**src/rtl/rf_bank_arbiter_if.sv**
```systemverilog
// Register-file bank arbiter bus: per-slot read requests, CDB writeback,
// combinational grants and registered bank read/write controls.
interface rf_bank_arbiter_if;
    localparam int unsigned NSLOT  = 8;
    localparam int unsigned NBANK  = 4;
    localparam int unsigned BANK_W = 2;
    localparam int unsigned ROW_W  = 3;
    localparam int unsigned SLOT_W = 3;

    logic [NSLOT-1:0]        req_valid;
    logic [NSLOT*BANK_W-1:0] req_bank;
    logic [NSLOT*ROW_W-1:0]  req_row;
    logic                    wr_valid;
    logic [BANK_W-1:0]       wr_bank;
    logic [ROW_W-1:0]        wr_row;
    logic [NSLOT-1:0]        req_grant;
    logic [NBANK-1:0]        rd_en;
    logic [NBANK*ROW_W-1:0]  rd_row;
    logic [NBANK*SLOT_W-1:0] rd_slot;
    logic [NBANK-1:0]        bank_wr_en;
    logic [ROW_W-1:0]        bank_wr_row;

    modport master (
        output req_valid, req_bank, req_row, wr_valid, wr_bank, wr_row,
        input  req_grant, rd_en, rd_row, rd_slot, bank_wr_en, bank_wr_row
    );

    modport slave (
        input  req_valid, req_bank, req_row, wr_valid, wr_bank, wr_row,
        output req_grant, rd_en, rd_row, rd_slot, bank_wr_en, bank_wr_row
    );
endinterface

```
**src/rtl/rf_bank_arbiter.sv**
```systemverilog
// Per-bank read-port arbiter for 8 operand slots over 4 RF banks with writeback priority.
// RF_ARB_ROUND_ROBIN_EN selects round-robin per bank; otherwise fixed lowest-index priority.
module rf_bank_arbiter (
    input logic              clk,
    input logic              rst,
    rf_bank_arbiter_if.slave bus
);
    localparam int unsigned NSLOT  = 8;
    localparam int unsigned NBANK  = 4;
    localparam int unsigned BANK_W = 2;
    localparam int unsigned ROW_W  = 3;
    localparam int unsigned SLOT_W = 3;

    logic [NSLOT-1:0]        grant_c;
    logic                    found_c;
    logic [SLOT_W-1:0]       idx_c;
    logic [NBANK-1:0]        rd_en_d, rd_en_q;
    logic [NBANK*ROW_W-1:0]  rd_row_d, rd_row_q;
    logic [NBANK*SLOT_W-1:0] rd_slot_d, rd_slot_q;
    logic [NBANK-1:0]        bank_wr_en_d, bank_wr_en_q;
    logic [ROW_W-1:0]        bank_wr_row_d, bank_wr_row_q;
`ifdef RF_ARB_ROUND_ROBIN_EN
    logic [NBANK-1:0][SLOT_W-1:0] ptr_d, ptr_q;
`endif

    // Grant selection and next-state for read/write ports
    always_comb begin
        grant_c       = '0;
        found_c       = 1'b0;
        idx_c         = '0;
        rd_en_d       = '0;
        rd_row_d      = rd_row_q;
        rd_slot_d     = rd_slot_q;
        bank_wr_en_d  = '0;
        bank_wr_row_d = bank_wr_row_q;
`ifdef RF_ARB_ROUND_ROBIN_EN
        ptr_d         = ptr_q;
`endif
        if (bus.wr_valid) begin
            bank_wr_en_d[bus.wr_bank] = 1'b1;
            bank_wr_row_d             = bus.wr_row;
        end
        if (!rst) begin
            for (int unsigned b = 0; b < NBANK; b++) begin
                found_c = 1'b0;
                // A writeback owns the bank's port this cycle
                if (!(bus.wr_valid && (bus.wr_bank == BANK_W'(b)))) begin
                    for (int unsigned k = 0; k < NSLOT; k++) begin
`ifdef RF_ARB_ROUND_ROBIN_EN
                        idx_c = SLOT_W'(ptr_q[b] + SLOT_W'(k));
`else
                        idx_c = SLOT_W'(k);
`endif
                        if (!found_c && bus.req_valid[idx_c] &&
                            (bus.req_bank[BANK_W*idx_c +: BANK_W] == BANK_W'(b))) begin
                            found_c                     = 1'b1;
                            grant_c[idx_c]              = 1'b1;
                            rd_en_d[b]                  = 1'b1;
                            rd_row_d[ROW_W*b +: ROW_W]  = bus.req_row[ROW_W*idx_c +: ROW_W];
                            rd_slot_d[SLOT_W*b +: SLOT_W] = idx_c;
`ifdef RF_ARB_ROUND_ROBIN_EN
                            ptr_d[b]                    = SLOT_W'(idx_c + SLOT_W'(1));
`endif
                        end
                    end
                end
            end
        end
    end

    always_ff @(posedge clk) begin
        if (rst) begin
            rd_en_q       <= '0;
            rd_row_q      <= '0;
            rd_slot_q     <= '0;
            bank_wr_en_q  <= '0;
            bank_wr_row_q <= '0;
`ifdef RF_ARB_ROUND_ROBIN_EN
            ptr_q         <= '0;
`endif
        end else begin
            rd_en_q       <= rd_en_d;
            rd_row_q      <= rd_row_d;
            rd_slot_q     <= rd_slot_d;
            bank_wr_en_q  <= bank_wr_en_d;
            bank_wr_row_q <= bank_wr_row_d;
`ifdef RF_ARB_ROUND_ROBIN_EN
            ptr_q         <= ptr_d;
`endif
        end
    end

    assign bus.req_grant   = grant_c;
    assign bus.rd_en       = rd_en_q;
    assign bus.rd_row      = rd_row_q;
    assign bus.rd_slot     = rd_slot_q;
    assign bus.bank_wr_en  = bank_wr_en_q;
    assign bus.bank_wr_row = bank_wr_row_q;
endmodule
```
**src/flat_wrapper.sv**
```systemverilog
// flat-port wrapper written by rule: the top's interface ports become plain ports
module rf_bank_arbiter_flat 
  (clk, rst, bus_req_valid, bus_req_bank, bus_req_row, bus_wr_valid, bus_wr_bank, bus_wr_row, bus_req_grant, bus_rd_en, bus_rd_row, bus_rd_slot, bus_bank_wr_en, bus_bank_wr_row);
  rf_bank_arbiter_if bus_i ();
  input logic clk;
  input logic rst;
  input wire logic [$bits(bus_i.req_valid)-1:0] bus_req_valid;
  input wire logic [$bits(bus_i.req_bank)-1:0] bus_req_bank;
  input wire logic [$bits(bus_i.req_row)-1:0] bus_req_row;
  input wire logic [$bits(bus_i.wr_valid)-1:0] bus_wr_valid;
  input wire logic [$bits(bus_i.wr_bank)-1:0] bus_wr_bank;
  input wire logic [$bits(bus_i.wr_row)-1:0] bus_wr_row;
  output wire logic [$bits(bus_i.req_grant)-1:0] bus_req_grant;
  output wire logic [$bits(bus_i.rd_en)-1:0] bus_rd_en;
  output wire logic [$bits(bus_i.rd_row)-1:0] bus_rd_row;
  output wire logic [$bits(bus_i.rd_slot)-1:0] bus_rd_slot;
  output wire logic [$bits(bus_i.bank_wr_en)-1:0] bus_bank_wr_en;
  output wire logic [$bits(bus_i.bank_wr_row)-1:0] bus_bank_wr_row;
  assign bus_i.req_valid = bus_req_valid;
  assign bus_i.req_bank = bus_req_bank;
  assign bus_i.req_row = bus_req_row;
  assign bus_i.wr_valid = bus_wr_valid;
  assign bus_i.wr_bank = bus_wr_bank;
  assign bus_i.wr_row = bus_wr_row;
  assign bus_req_grant = bus_i.req_grant;
  assign bus_rd_en = bus_i.rd_en;
  assign bus_rd_row = bus_i.rd_row;
  assign bus_rd_slot = bus_i.rd_slot;
  assign bus_bank_wr_en = bus_i.bank_wr_en;
  assign bus_bank_wr_row = bus_i.bank_wr_row;
  rf_bank_arbiter u_core (.clk(clk), .rst(rst), .bus(bus_i));
endmodule
```
**config.mk**
```make
export PLATFORM = sky130hd
export DESIGN_NAME = rf_bank_arbiter_flat
export DESIGN_NICKNAME = d
export VERILOG_FILES = /design/src/rtl/rf_bank_arbiter_if.sv /design/src/rtl/rf_bank_arbiter.sv /design/src/flat_wrapper.sv
export SDC_FILE = /design/constraint.sdc
export NUM_CORES = 1
export LEC_CHECK = 0
export ABC_AREA = 1
export BUFFER_PORTS_ARGS = -buffer_cell sky130_fd_sc_hd__clkbuf_2
export CAP_MARGIN = 20
export CORE_ASPECT_RATIO = 0.75
export CORE_UTILIZATION = 55
export DETAILED_ROUTE_END_ITERATION = 12
export GPL_ROUTABILITY_DRIVEN = 0
export GPL_TIMING_DRIVEN = 0
export MAX_ROUTING_LAYER = met4
export PLACE_DENSITY = 0.85
export SYNTH_ARGS = -nofsm -noshare
export SYNTH_HDL_FRONTEND = slang
export SYNTH_SLANG_ARGS = --single-unit
```
**constraint.sdc**
```tcl
create_clock -name clk -period 2.75 [get_ports clk]
set_input_delay 0.275 -clock clk [delete_from_list [all_inputs] [get_ports clk]]
set_output_delay 0.275 -clock clk [all_outputs]
set_load 0.05 [all_outputs]
```
After elaboration in Yosys (flattened, before gate mapping)
Cells that the tools add are included.

Register bits: 35. Bits of input ports: 56.

Reductions and logical operators: 115. Order comparisons: 2. Multiplexer cells: 214. Equal/unequal tests: 27. Bitwise gates (word level): 5.

Operators by type and width (number): 2-to-1 mux 3 bit (64); 2-to-1 mux 1 bit (144); logical AND 1 bit (65); 2-to-1 mux 8 bit (5); equality test 2 bit (second input constant) (18); nonzero test 8 bit (4); logical NOT 1 bit (28); equality test 2 x 1 -> 1 bit (second input constant) (9); logical NOT 2 bit (9); OR reduction 2 bit (5); AND reduction 2 bit (4); NOT 1 bit (5); < comparator 2 x 3 -> 1 bit (second input constant) (1); demux 1 bit (select 2 bit) (1); greater-or-equal comparator 2 x 1 -> 1 bit (second input constant) (1).

Depth between registers and ports, before layout
Gate-level depths: netlist of the first run.

Word-level depth: 53. Gate-level depth with buffers: 15. Mapped depth without buffers: 15.

Worst setup path after synthesis of the first run
No wires, ideal clock.

Path type: input-to-output. Start: input port bus_req_valid[1]. End: output port bus_req_grant[6]. Data required time: 2.475 ns. Setup slack: 0.304 ns. Path buffers: 0. Stages on the path: 8. Data arrival time: 2.171 ns. Path through: nand2_1 nor2_2 nor2_4 o21ai_4 nand3_4 nor2_8 nand2_2 o21ai_0.

Longest elaborated chain between the ends: 41. Elaborated cells on any way between the ends: 137. Classes of those cells: mux (69); reduce/logical (68).

RTL lines: from (decl) (line flat_wrapper.sv:7) `input wire logic [$bits(bus_i.req_valid)-1:0] bus_req_valid;`; logical AND 1 bit (2 in a row) (line rf_bank_arbiter.sv:54) `if (!found_c && bus.req_valid[idx_c] &&`; 2-to-1 mux 1 bit (line rf_bank_arbiter.sv:54); 2-to-1 mux 1 bit (line rf_bank_arbiter.sv:47) `if (!(bus.wr_valid && (bus.wr_bank == BANK_W'(b)))) begin`; 2-to-1 mux 1 bit (line rf_bank_arbiter.sv:43) `if (!rst) begin`; logical NOT 1 bit (line rf_bank_arbiter.sv:54); logical AND 1 bit (2 in a row) (line rf_bank_arbiter.sv:54); 2-to-1 mux 1 bit (line rf_bank_arbiter.sv:54); 2-to-1 mux 1 bit (line rf_bank_arbiter.sv:47); [23 not listed]; 2-to-1 mux 8 bit (line rf_bank_arbiter.sv:47); 2-to-1 mux 1 bit (line rf_bank_arbiter.sv:54); 2-to-1 mux 8 bit (line rf_bank_arbiter.sv:47); 2-to-1 mux 1 bit (line rf_bank_arbiter.sv:54); 2-to-1 mux 8 bit (line rf_bank_arbiter.sv:47); 2-to-1 mux 1 bit (line rf_bank_arbiter.sv:54); 2-to-1 mux 8 bit (*) (line rf_bank_arbiter.sv:47); 2-to-1 mux 8 bit (*) (line rf_bank_arbiter.sv:43); to (decl) (line flat_wrapper.sv:13) `output wire logic [$bits(bus_i.req_grant)-1:0] bus_req_grant;`.

Mark *: on every way between the ends. The rest lies on a longest branch, timed or not. The select of a mux whose other input is x is not followed.

Worst setup path in the final report of the first run
Start: input port bus_wr_valid. End: output port bus_req_grant[2].

Longest elaborated chain between the ends: 9. Elaborated cells on any way between the ends: 12. Classes of those cells: mux (8); reduce/logical (4).

RTL lines: from (decl) (line flat_wrapper.sv:10) `input wire logic [$bits(bus_i.wr_valid)-1:0] bus_wr_valid;`; logical AND 1 bit (line rf_bank_arbiter.sv:47); 2-to-1 mux 8 bit (line rf_bank_arbiter.sv:47); 2-to-1 mux 1 bit (line rf_bank_arbiter.sv:54); 2-to-1 mux 8 bit (line rf_bank_arbiter.sv:47); 2-to-1 mux 1 bit (line rf_bank_arbiter.sv:54); 2-to-1 mux 8 bit (line rf_bank_arbiter.sv:47); 2-to-1 mux 1 bit (line rf_bank_arbiter.sv:54); 2-to-1 mux 8 bit (*) (line rf_bank_arbiter.sv:47); 2-to-1 mux 8 bit (*) (line rf_bank_arbiter.sv:43).

Mark *: on every way between the ends. The rest lies on a longest branch, timed or not.

==> flow_summary.json, run 1 <==
{
  "cts_sinks": 35,
  "placed_cell_area_um2": 3770,
  "dpl.hpwl_um": 8570,
  "synth_compound_area_share_pct": 10.8,
  "critPathBufInv": 3,
  "timing.critical_path.max_delay_family": "simple AND/OR/NAND/NOR gates",
  "setup_viol": 0,
  "cp_slowest_cell": "nor3_1",
  "grt_max_degree": 13,
  "grt_usage_pct": 36.0,
  "htreeDepth": 2,
  "cts.path.max_buffers": 2,
  "synth_edf_count": 0,
  "synth_nets": 642,
  "fin_setup_tns_ps": 0,
  "via_count": 4200,
  "synth_xor_xnor_area_share_pct": 0,
  "critPathKind": "primary input to output pin",
  "final_nets": 747,
  "die_area_um2": 6110,
  "grt_pass1_vias": 3677,
  "fin_area_um2": 3880,
  "clk_latency_ps": 300,
  "worst_slew_pin_slew_ps": 972,
  "async_reset_ff_share_pct": 0,
  "hold_violations": 0,
  "power_frac_clock_pct": 25.9,
  "p_leak_nw": 2.29,
  "cts_root_buf": "clkbuf_8",
  "power_frac_comb_pct": 42.5,
  "drive_above_1_share_pct": 19.7,
  "fmax_mhz": 381,
  "fin_skew_ps": 0,
  "fp.coreArea_um2": 5470,
  "synth-simple-area-share_pct": 54.3,
  "start_util_pct": 58.3,
  "synthAdderAreaFrac_pct": 0,
  "overflow": 0,
  "timing.critical_path.mode_cell": "clkbuf_2",
  "grt_pass1_wl_um": 16700,
  "die-height_um": 67.9,
  "cp-start-kind": "primary input",
  "synth_warnings": 0,
  "finalPower_mw": 1.85,
  "irDropWorstVdd_mv": 0.276,
  "synth_top_family_by_area": "simple AND/OR/NAND/NOR gates",
  "io_buffers": 98,
  "cp.required_ps": 2480,
  "max_cap_violations": 0,
  "finalCritPeriodShare_pct": 95.4,
  "syn_to_final_growth_pct": 21.9,
  "final_core_util_pct": 71.0,
  "grt_setup_unrepaired": "false",
  "p_seq_share_pct": 31.6,
  "stdcell_count": 767,
  "timing.hold.ws_ps": 200,
  "ys_ff_latch": 35,
  "sw_frac_of_total_pct": 43.9,
  "synth-seq-area-share_pct": 22.0,
  "rows": 23,
  "antenna_found_initial": 0,
  "fillerInstances": 537,
  "synth_cell_types": 30,
  "die_w_um": 89.9,
  "dr.pass1.iters": 5,
  "crit_chain": "clkbuf_2 -> inv_1 -> nor3_1 -> o21ai_0 -> a221oi_1 -> nor2_1 -> clkbuf_2",
  "slowest_delay_ps": 760,
  "cts_tree": "built",
  "crit_arrival_ps": 2350,
  "drtIter0Drc": 554,
  "wl_um": 10600,
  "power_density_nw_per_um2": 477,
  "end_kind": "output pin",
  "ant_nets": 0,
  "diodes": 0,
  "synth_area_per_cell_um2": 5.44,
  "p_sw_mw": 0.813,
  "min_path_type": "primary input to flop",
  "cts_made_buffers": 5,
  "fin_crit_ps": 2620,
  "cts_resized": 0,
  "dp_worst_setup_slack_ps": 225,
  "slew_violations": 0,
  "post_cts_buffers": 0,
  "wl_per_cell_um": 13.9,
  "routed_via_density": 5.48,
  "dp_cells": 759,
  "path_clk_slew_ps": 80,
  "ios": 99,
  "status": "complete, no violations",
  "crit_fanout": 7,
  "synthFlopType": "dfxtp_1",
  "syn-cell-area_um2": 3190,
  "synthCells": 586,
  "cts-hold-fix-buffers": 0,
  "maxSlewHeadroom_pct": 34.7,
  "muxShareOfSynthArea_pct": 0,
  "internal-power_mw": 1.04,
  "drc": 0,
  "setup_ws_ps": 127
}
-- cells in the mapped netlist, types with 2 or more instances --
master	number	area (um2)
nor3_2	2	20.0
o21ai_1	2	10.0
o21ai_0	33	165
buf_2	2	10.0
nand4_1	16	100
o221ai_1	2	17.5
nand2_1	163	612
nor2_1	99	372
nor2_4	3	33.8
nand3_1	62	310
nand2_2	3	18.8
inv_2	2	7.51
nand3_4	2	35.0
nand2_4	3	33.8
nand3b_1	4	30.0
dfxtp_1	35	701
o22ai_1	8	50.1
a21oi_1	15	75.1
nor3_1	12	60.1
nand3_2	2	20.0
nor2_2	6	37.5
inv_1	102	383
-- kinds of logic (layout without fill, tap and decap cells) --
logic type             after synthesis  in the layout
AO/OA/AOI/OAI                       62             62
AND/OR/NAND/NOR                    380            380
flip-flops                          35             35
buffers and inverters              109            215
-- power groups by stage --
| stage | Clock, mW | Sequential, mW | Combinational (mW) |
|---|---|---|---|
| 2_1_floorplan | 0 | 0.776 | 0.374 |
| 3_3_place_gp | 0 | 0.593 | 0.756 |
| 3_5_place_dp | 0 | 0.596 | 0.771 |
| 4_1_cts | 0.482 | 0.584 | 0.774 |
| 5_1_grt | 0.501 | 0.590 | 0.854 |
| 6_report | 0.480 | 0.584 | 0.787 |
-- registers in the layout, indices dropped and copies added (netlist names) --
name / flops
u_core.bus.bank_wr_row: 3
u_core.bus.rd_en: 4
u_core.bus.bank_wr_en: 4
u_core.bus.rd_slot: 12
u_core.bus.rd_row: 12
-- final cells by class --
type,count,area [um2],share of cell area (%)
timing repair buffer,98,490,12.6
sequential,35,701,18.0
buffer,4,17.5,0.451
multi-input combinational,442,2070,53.4
clock inverter,3,43.8,1.13
clock buffer,5,68.8,1.77
tap,75,93.8,2.42
inverter,105,397,10.2
-- per-layer routing --
layer / vias up / GRT usage [%] / routed length [um]
met5: - / - / 0
met4: 0 / 12.3 / 225
met3: 32 / 9.00 / 1560
met2: 304 / 58.2 / 4490
met1: 1798 / 44.8 / 4370
li1: 2066 / - / -
-- worst register-to-register path, cell delays in order, from the launching register on --
cell     delay (ps)
dfxtp_1         330
inv_1            40
a21oi_1         140
nand2_1          80
inv_1            50
-- final timing paths --
kind	from	end	slack (ps)	depth (start not counted)
max	bus_wr_valid	bus_req_grant[2]	130	7
min	bus_wr_row[1]	u_core.bus.bank_wr_row[1]	200	3
max reg2reg	u_core.bus.rd_row[10]	u_core.bus.rd_row[10]	2070	4
min reg2reg	u_core.bus.rd_slot[0]	u_core.bus.rd_slot[0]	470	2
-- cells in the final DEF (no fill, tap or decap), types with 3 or more instances in the layout --
master and count:
o21ai_0 33, clkbuf_2 98, clkbuf_8 5, nand3b_1 4, nand2_4 3, a21oi_1 15, dfxtp_1 35, nor2_4 3
inv_1 102, nand4_1 16, nand2_1 163, o22ai_1 8, nand2_2 3, nand3_1 62, nor3_1 12, nor2_2 6
nor2_1 99
(Power assumes the default switching activity.)
==> inputs of run 2 (changes only) <==
--- a/config.mk
+++ b/config.mk
@@ -9,7 +9,9 @@
 export BUFFER_PORTS_ARGS = -buffer_cell sky130_fd_sc_hd__clkbuf_2
 export CAP_MARGIN = 20
 export CORE_ASPECT_RATIO = 0.75
+export CORE_MARGIN = 3
 export CORE_UTILIZATION = 55
+export CTS_BUF_LIST = sky130_fd_sc_hd__clkbuf_8
 export DETAILED_ROUTE_END_ITERATION = 12
 export GPL_ROUTABILITY_DRIVEN = 0
 export GPL_TIMING_DRIVEN = 0
==> run 2 against run 1 <==
Sequential share of layout area about the same. Largest cell class unchanged. Design area is 0.26% higher. Register-to-register slack got worse by 30 ps.
==> flow_summary.json, run 2 (synthesized netlist as in run 1, its figures left out) <==
{
  "status": "complete, no violations",
  "rr_worst_depth": 4,
  "crit_fanout": 7,
  "fillerInstances": 516,
  "die-height_um": 71.9,
  "final_nets": 747,
  "die_w_um": 93.9,
  "placed_cell_area_um2": 3770,
  "cp-start-kind": "primary input",
  "wl_per_cell_um": 14.5,
  "crit_arrival_ps": 2250,
  "grt_pass1_wl_um": 17500,
  "min_path_cells": 3,
  "cts_tree": "built",
  "timing.critical_path.max_delay_family": "buffers and inverters",
  "cts_root_buf": "clkbuf_8",
  "p_leak_nw": 2.29,
  "diodes": 0,
  "grt_pass1_vias": 3720,
  "htreeDepth": 2,
  "slowest_delay_ps": 530,
  "cp.required_ps": 2480,
  "finalPower_mw": 1.85,
  "cp_slowest_cell": "nor3_1",
  "cts.path.max_buffers": 2,
  "syn_to_final_growth_pct": 22.2,
  "power_density_nw_per_um2": 476,
  "via_count": 4264,
  "critPathBufInv": 4,
  "grt_setup_unrepaired": "false",
  "drc": 0,
  "die_area_um2": 6750,
  "fmax_mhz": 396,
  "drtIter0Drc": 649,
  "crit_cells": 7,
  "fin_skew_ps": 0,
  "layout_common_cells": "nand2_1 (163), inv_1 (102), nor2_1 (99)",
  "fin_setup_tns_ps": 0,
  "clk_latency_ps": 300,
  "dr.pass1.iters": 6,
  "min_path_type": "primary input to flop",
  "io_buffers": 98,
  "final_common_cell": "nand2_1",
  "critPathKind": "primary input to output pin",
  "cts_sinks": 35,
  "max_cap_violations": 0,
  "worst_slew_pin_slew_ps": 665,
  "fp.coreArea_um2": 5470,
  "wl_um": 11100,
  "drive_above_1_share_pct": 19.9,
  "rows": 23,
  "end_kind": "output pin",
  "ios": 99,
  "ant_nets": 0,
  "cts-hold-fix-buffers": 0,
  "slew_violations": 0,
  "maxSlewHeadroom_pct": 55.3,
  "antenna_found_initial": 0,
  "grt_usage_pct": 33.8,
  "routed_via_density": 5.56,
  "finalCritPeriodShare_pct": 91.9,
  "hold_violations": 0,
  "dpl.hpwl_um": 8790,
  "fin_crit_ps": 2530,
  "start_util_pct": 58.3,
  "irDropWorstVdd_mv": 0.380,
  "crit_chain": "clkbuf_2 -> inv_1 -> nor3_1 -> inv_1 -> a221oi_1 -> nor2_1 -> clkbuf_2",
  "cts_made_buffers": 5,
  "setup_viol": 0,
  "fin_area_um2": 3890,
  "path_clk_slew_ps": 80,
  "grt_max_degree": 13,
  "overflow": 0
}
## run 2: cell counts in the layout (fill, tap and decap cells not counted)
Identical to the previous run, type by type.
## run 2: worst reg2reg max path, delay by kind of cell, from the launching register on
kind            cells  cell delay, ps
compound gates      1             130
buf+inv             2             100
flops               1             360
simple gates        1              60
## run 2: final cells by class
type                            count  area (um2)  share of cell area (%)
Clock inverter                      3        43.8                    1.12
Inverter                          105         397                    10.2
Sequential cell                    35         701                    18.0
Clock buffer                        5        68.8                    1.77
Timing Repair Buffer               98         490                    12.6
Buffer                              4        17.5                   0.450
Multi-Input combinational cell    442        2080                    53.5
Tap cell                           75        93.8                    2.41
## run 2: timing repair
action                                  in CTS  in global routing
endpoints found under the setup margin       0                  1
setup buffers                                0                  0
endpoints found under the hold margin        0                  0
resized for setup                            0                  2
## run 2: routing by layer
| layer | global-route usage, % | up-vias | routed length (um) |
|---|---|---|---|
| li1 | - | 2067 | - |
| met4 | 8.81 | 0 | 165 |
| met1 | 45.7 | 1891 | 4610 |
| met3 | 8.50 | 21 | 1580 |
| met5 | - | - | 0 |
| met2 | 50.6 | 285 | 4760 |
## run 2: path summary, 6_finish.rpt
check	startpoint	end	slack, ps
max	bus_wr_valid	bus_req_grant[2]	220
min reg2reg	u_core.bus.rd_slot[0]	u_core.bus.rd_slot[0]	470
max reg2reg	u_core.bus.rd_row[10]	u_core.bus.rd_row[10]	2040
min	bus_wr_row[2]	u_core.bus.bank_wr_row[2]	210
## run 2: where the power goes
part	switching, mW	internal, mW
logic	0.586	0.209
clock network	0.202	0.270
registers	0.0251	0.559
total	0.813	1.04
## run 2: through the flow
step	setup WS, ps	util, %	hold WS [ps]	std cells
2_1_floorplan	304	-	410	586
3_3_place_gp	252	69.0	449	759
3_5_place_dp	187	69.0	457	759
4_1_cts	187	71.0	208	767
5_1_grt	38.9	71.2	208	767
6_report	223	71.2	205	767
==> inputs of run 3 (changes only) <==
--- a/config.mk
+++ b/config.mk
@@ -8,15 +8,15 @@
 export ABC_AREA = 1
 export BUFFER_PORTS_ARGS = -buffer_cell sky130_fd_sc_hd__clkbuf_2
 export CAP_MARGIN = 20
-export CORE_ASPECT_RATIO = 0.75
+export CORE_ASPECT_RATIO = 1.1
 export CORE_MARGIN = 3
-export CORE_UTILIZATION = 55
+export CORE_UTILIZATION = 50
 export CTS_BUF_LIST = sky130_fd_sc_hd__clkbuf_8
 export DETAILED_ROUTE_END_ITERATION = 12
 export GPL_ROUTABILITY_DRIVEN = 0
 export GPL_TIMING_DRIVEN = 0
 export MAX_ROUTING_LAYER = met4
-export PLACE_DENSITY = 0.85
+export PLACE_DENSITY = 0.86
 export SYNTH_ARGS = -nofsm -noshare
 export SYNTH_HDL_FRONTEND = slang
 export SYNTH_SLANG_ARGS = --single-unit
==> run 3 against run 2 <==
Clock-buffer cell count grew 1. Critical endpoint is now bus_req_grant[6]. Total power shrank 5.0%. First-iteration DRC count shrank 13%.
==> flow_summary.json, run 3 (synthesized netlist as in run 1, its figures left out) <==
{
  "via_count": 4334,
  "p_leak_nw": 2.28,
  "final_common_cell": "nand2_1",
  "cts_root_buf": "clkbuf_8",
  "fin_crit_ps": 2450,
  "min_path_type": "primary input to flop",
  "hold_violations": 0,
  "end_kind": "output pin",
  "cp-start-kind": "primary input",
  "cts_made_buffers": 5,
  "rows": 29,
  "critPathKind": "primary input to output pin",
  "die_area_um2": 7370,
  "cts.path.max_buffers": 2,
  "max_cap_violations": 0,
  "ios": 99,
  "setup_viol": 0,
  "slew_violations": 0,
  "finalPower_mw": 1.76,
  "maxSlewHeadroom_pct": 38.6,
  "grt_max_degree": 11,
  "worst_slew_pin_slew_ps": 914,
  "antenna_found_initial": 0,
  "fillerInstances": 613,
  "drc": 0,
  "htreeDepth": 2,
  "cts-hold-fix-buffers": 0,
  "irDropWorstVdd_mv": 0.287,
  "final_nets": 747,
  "grt_pass1_wl_um": 17600,
  "post_cts_buffers": 0,
  "path_clk_slew_ps": 60,
  "overflow": 0,
  "cts_resized": 0,
  "fp.coreArea_um2": 5990,
  "dr.pass1.iters": 6,
  "final_core_util_pct": 64.5,
  "clk_latency_ps": 290,
  "grt_pass1_vias": 3817,
  "layout_common_cells": "nand2_1 (163), inv_1 (102), nor2_1 (99)",
  "finalCritPeriodShare_pct": 89.2,
  "power_density_nw_per_um2": 455,
  "dp_cells": 761,
  "cts_sinks": 35,
  "stdcell_count": 768,
  "crit_arrival_ps": 2180,
  "wl_per_cell_um": 14.1,
  "dp_worst_setup_slack_ps": 364,
  "status": "complete, no violations",
  "start_util_pct": 53.2,
  "grt_setup_unrepaired": "false",
  "cts_tree": "built",
  "drtIter0Drc": 564,
  "crit_fanout": 8,
  "multi_input_area_um2": 2070,
  "fin_skew_ps": 0,
  "fin_setup_tns_ps": 0,
  "ant_nets": 0,
  "setup_ws_ps": 296,
  "fmax_mhz": 408,
  "syn_to_final_growth_pct": 21.2,
  "dpl.hpwl_um": 8730,
  "drive_above_1_share_pct": 19.5,
  "io_buffers": 98,
  "grt_usage_pct": 30.7,
  "die-height_um": 89.7,
  "diodes": 0,
  "die_w_um": 82.1,
  "routed_via_density": 5.64,
  "cp.required_ps": 2480,
  "wl_um": 10800,
  "seqCellArea_um2": 701
}
## run 3: report_power, final
part,internal [mW],switching [mW]
sequential,0.560,0.0245
combinational,0.209,0.584
clock,0.196,0.185
## run 3: worst paths after layout
check / from / endpoint / slack (ps) / cells past startpoint
setup / recovery: bus_req_bank[0] / bus_req_grant[6] / 300 / 10
hold / removal: bus_wr_row[2] / u_core.bus.bank_wr_row[2] / 230 / 3
setup reg to reg: u_core.bus.rd_row[10] / u_core.bus.rd_row[10] / 2070 / 4
hold reg to reg: u_core.bus.rd_slot[7] / u_core.bus.rd_slot[7] / 470 / 2
## run 3: final cells by class
cell class / instances / area share, %
plain buffers: 4 / 0.454
clock buffers: 6 / 2.14
clock inverters: 1 / 0.130
inverters: 105 / 10.3
multi-input cells: 442 / 53.7
flip-flops and latches: 35 / 18.1
well taps: 77 / 2.50
repair buffers: 98 / 12.7
## run 3: worst max-delay path, cell delays in order
cell and delay [ps]:
clkbuf_2 150, nor2_1 70, nand2_1 190, nand4_1 140, nor2_1 190, nand3_1 290
o22ai_1 270, o21ai_0 120, o21ai_0 150, clkbuf_2 330
## run 3: routing by layer
layer  GRT usage, %  routed length (um)  part of all wire, %
met2           47.0                4920                   45
met1           37.9                4140                   38
met5              -                   0                    0
met4           16.3                 545                  5.0
met3           4.90                1240                   11
## run 3: stage by stage
| step | hold slack [ps] | cell area [um2] |
|---|---|---|
| final | 229 | 3860 |
| after detailed placement | 459 | 3770 |
| after global routing | 247 | 3860 |
| after CTS | 234 | 3860 |
| after global placement | 457 | 3770 |
| after floorplan | 410 | 3190 |
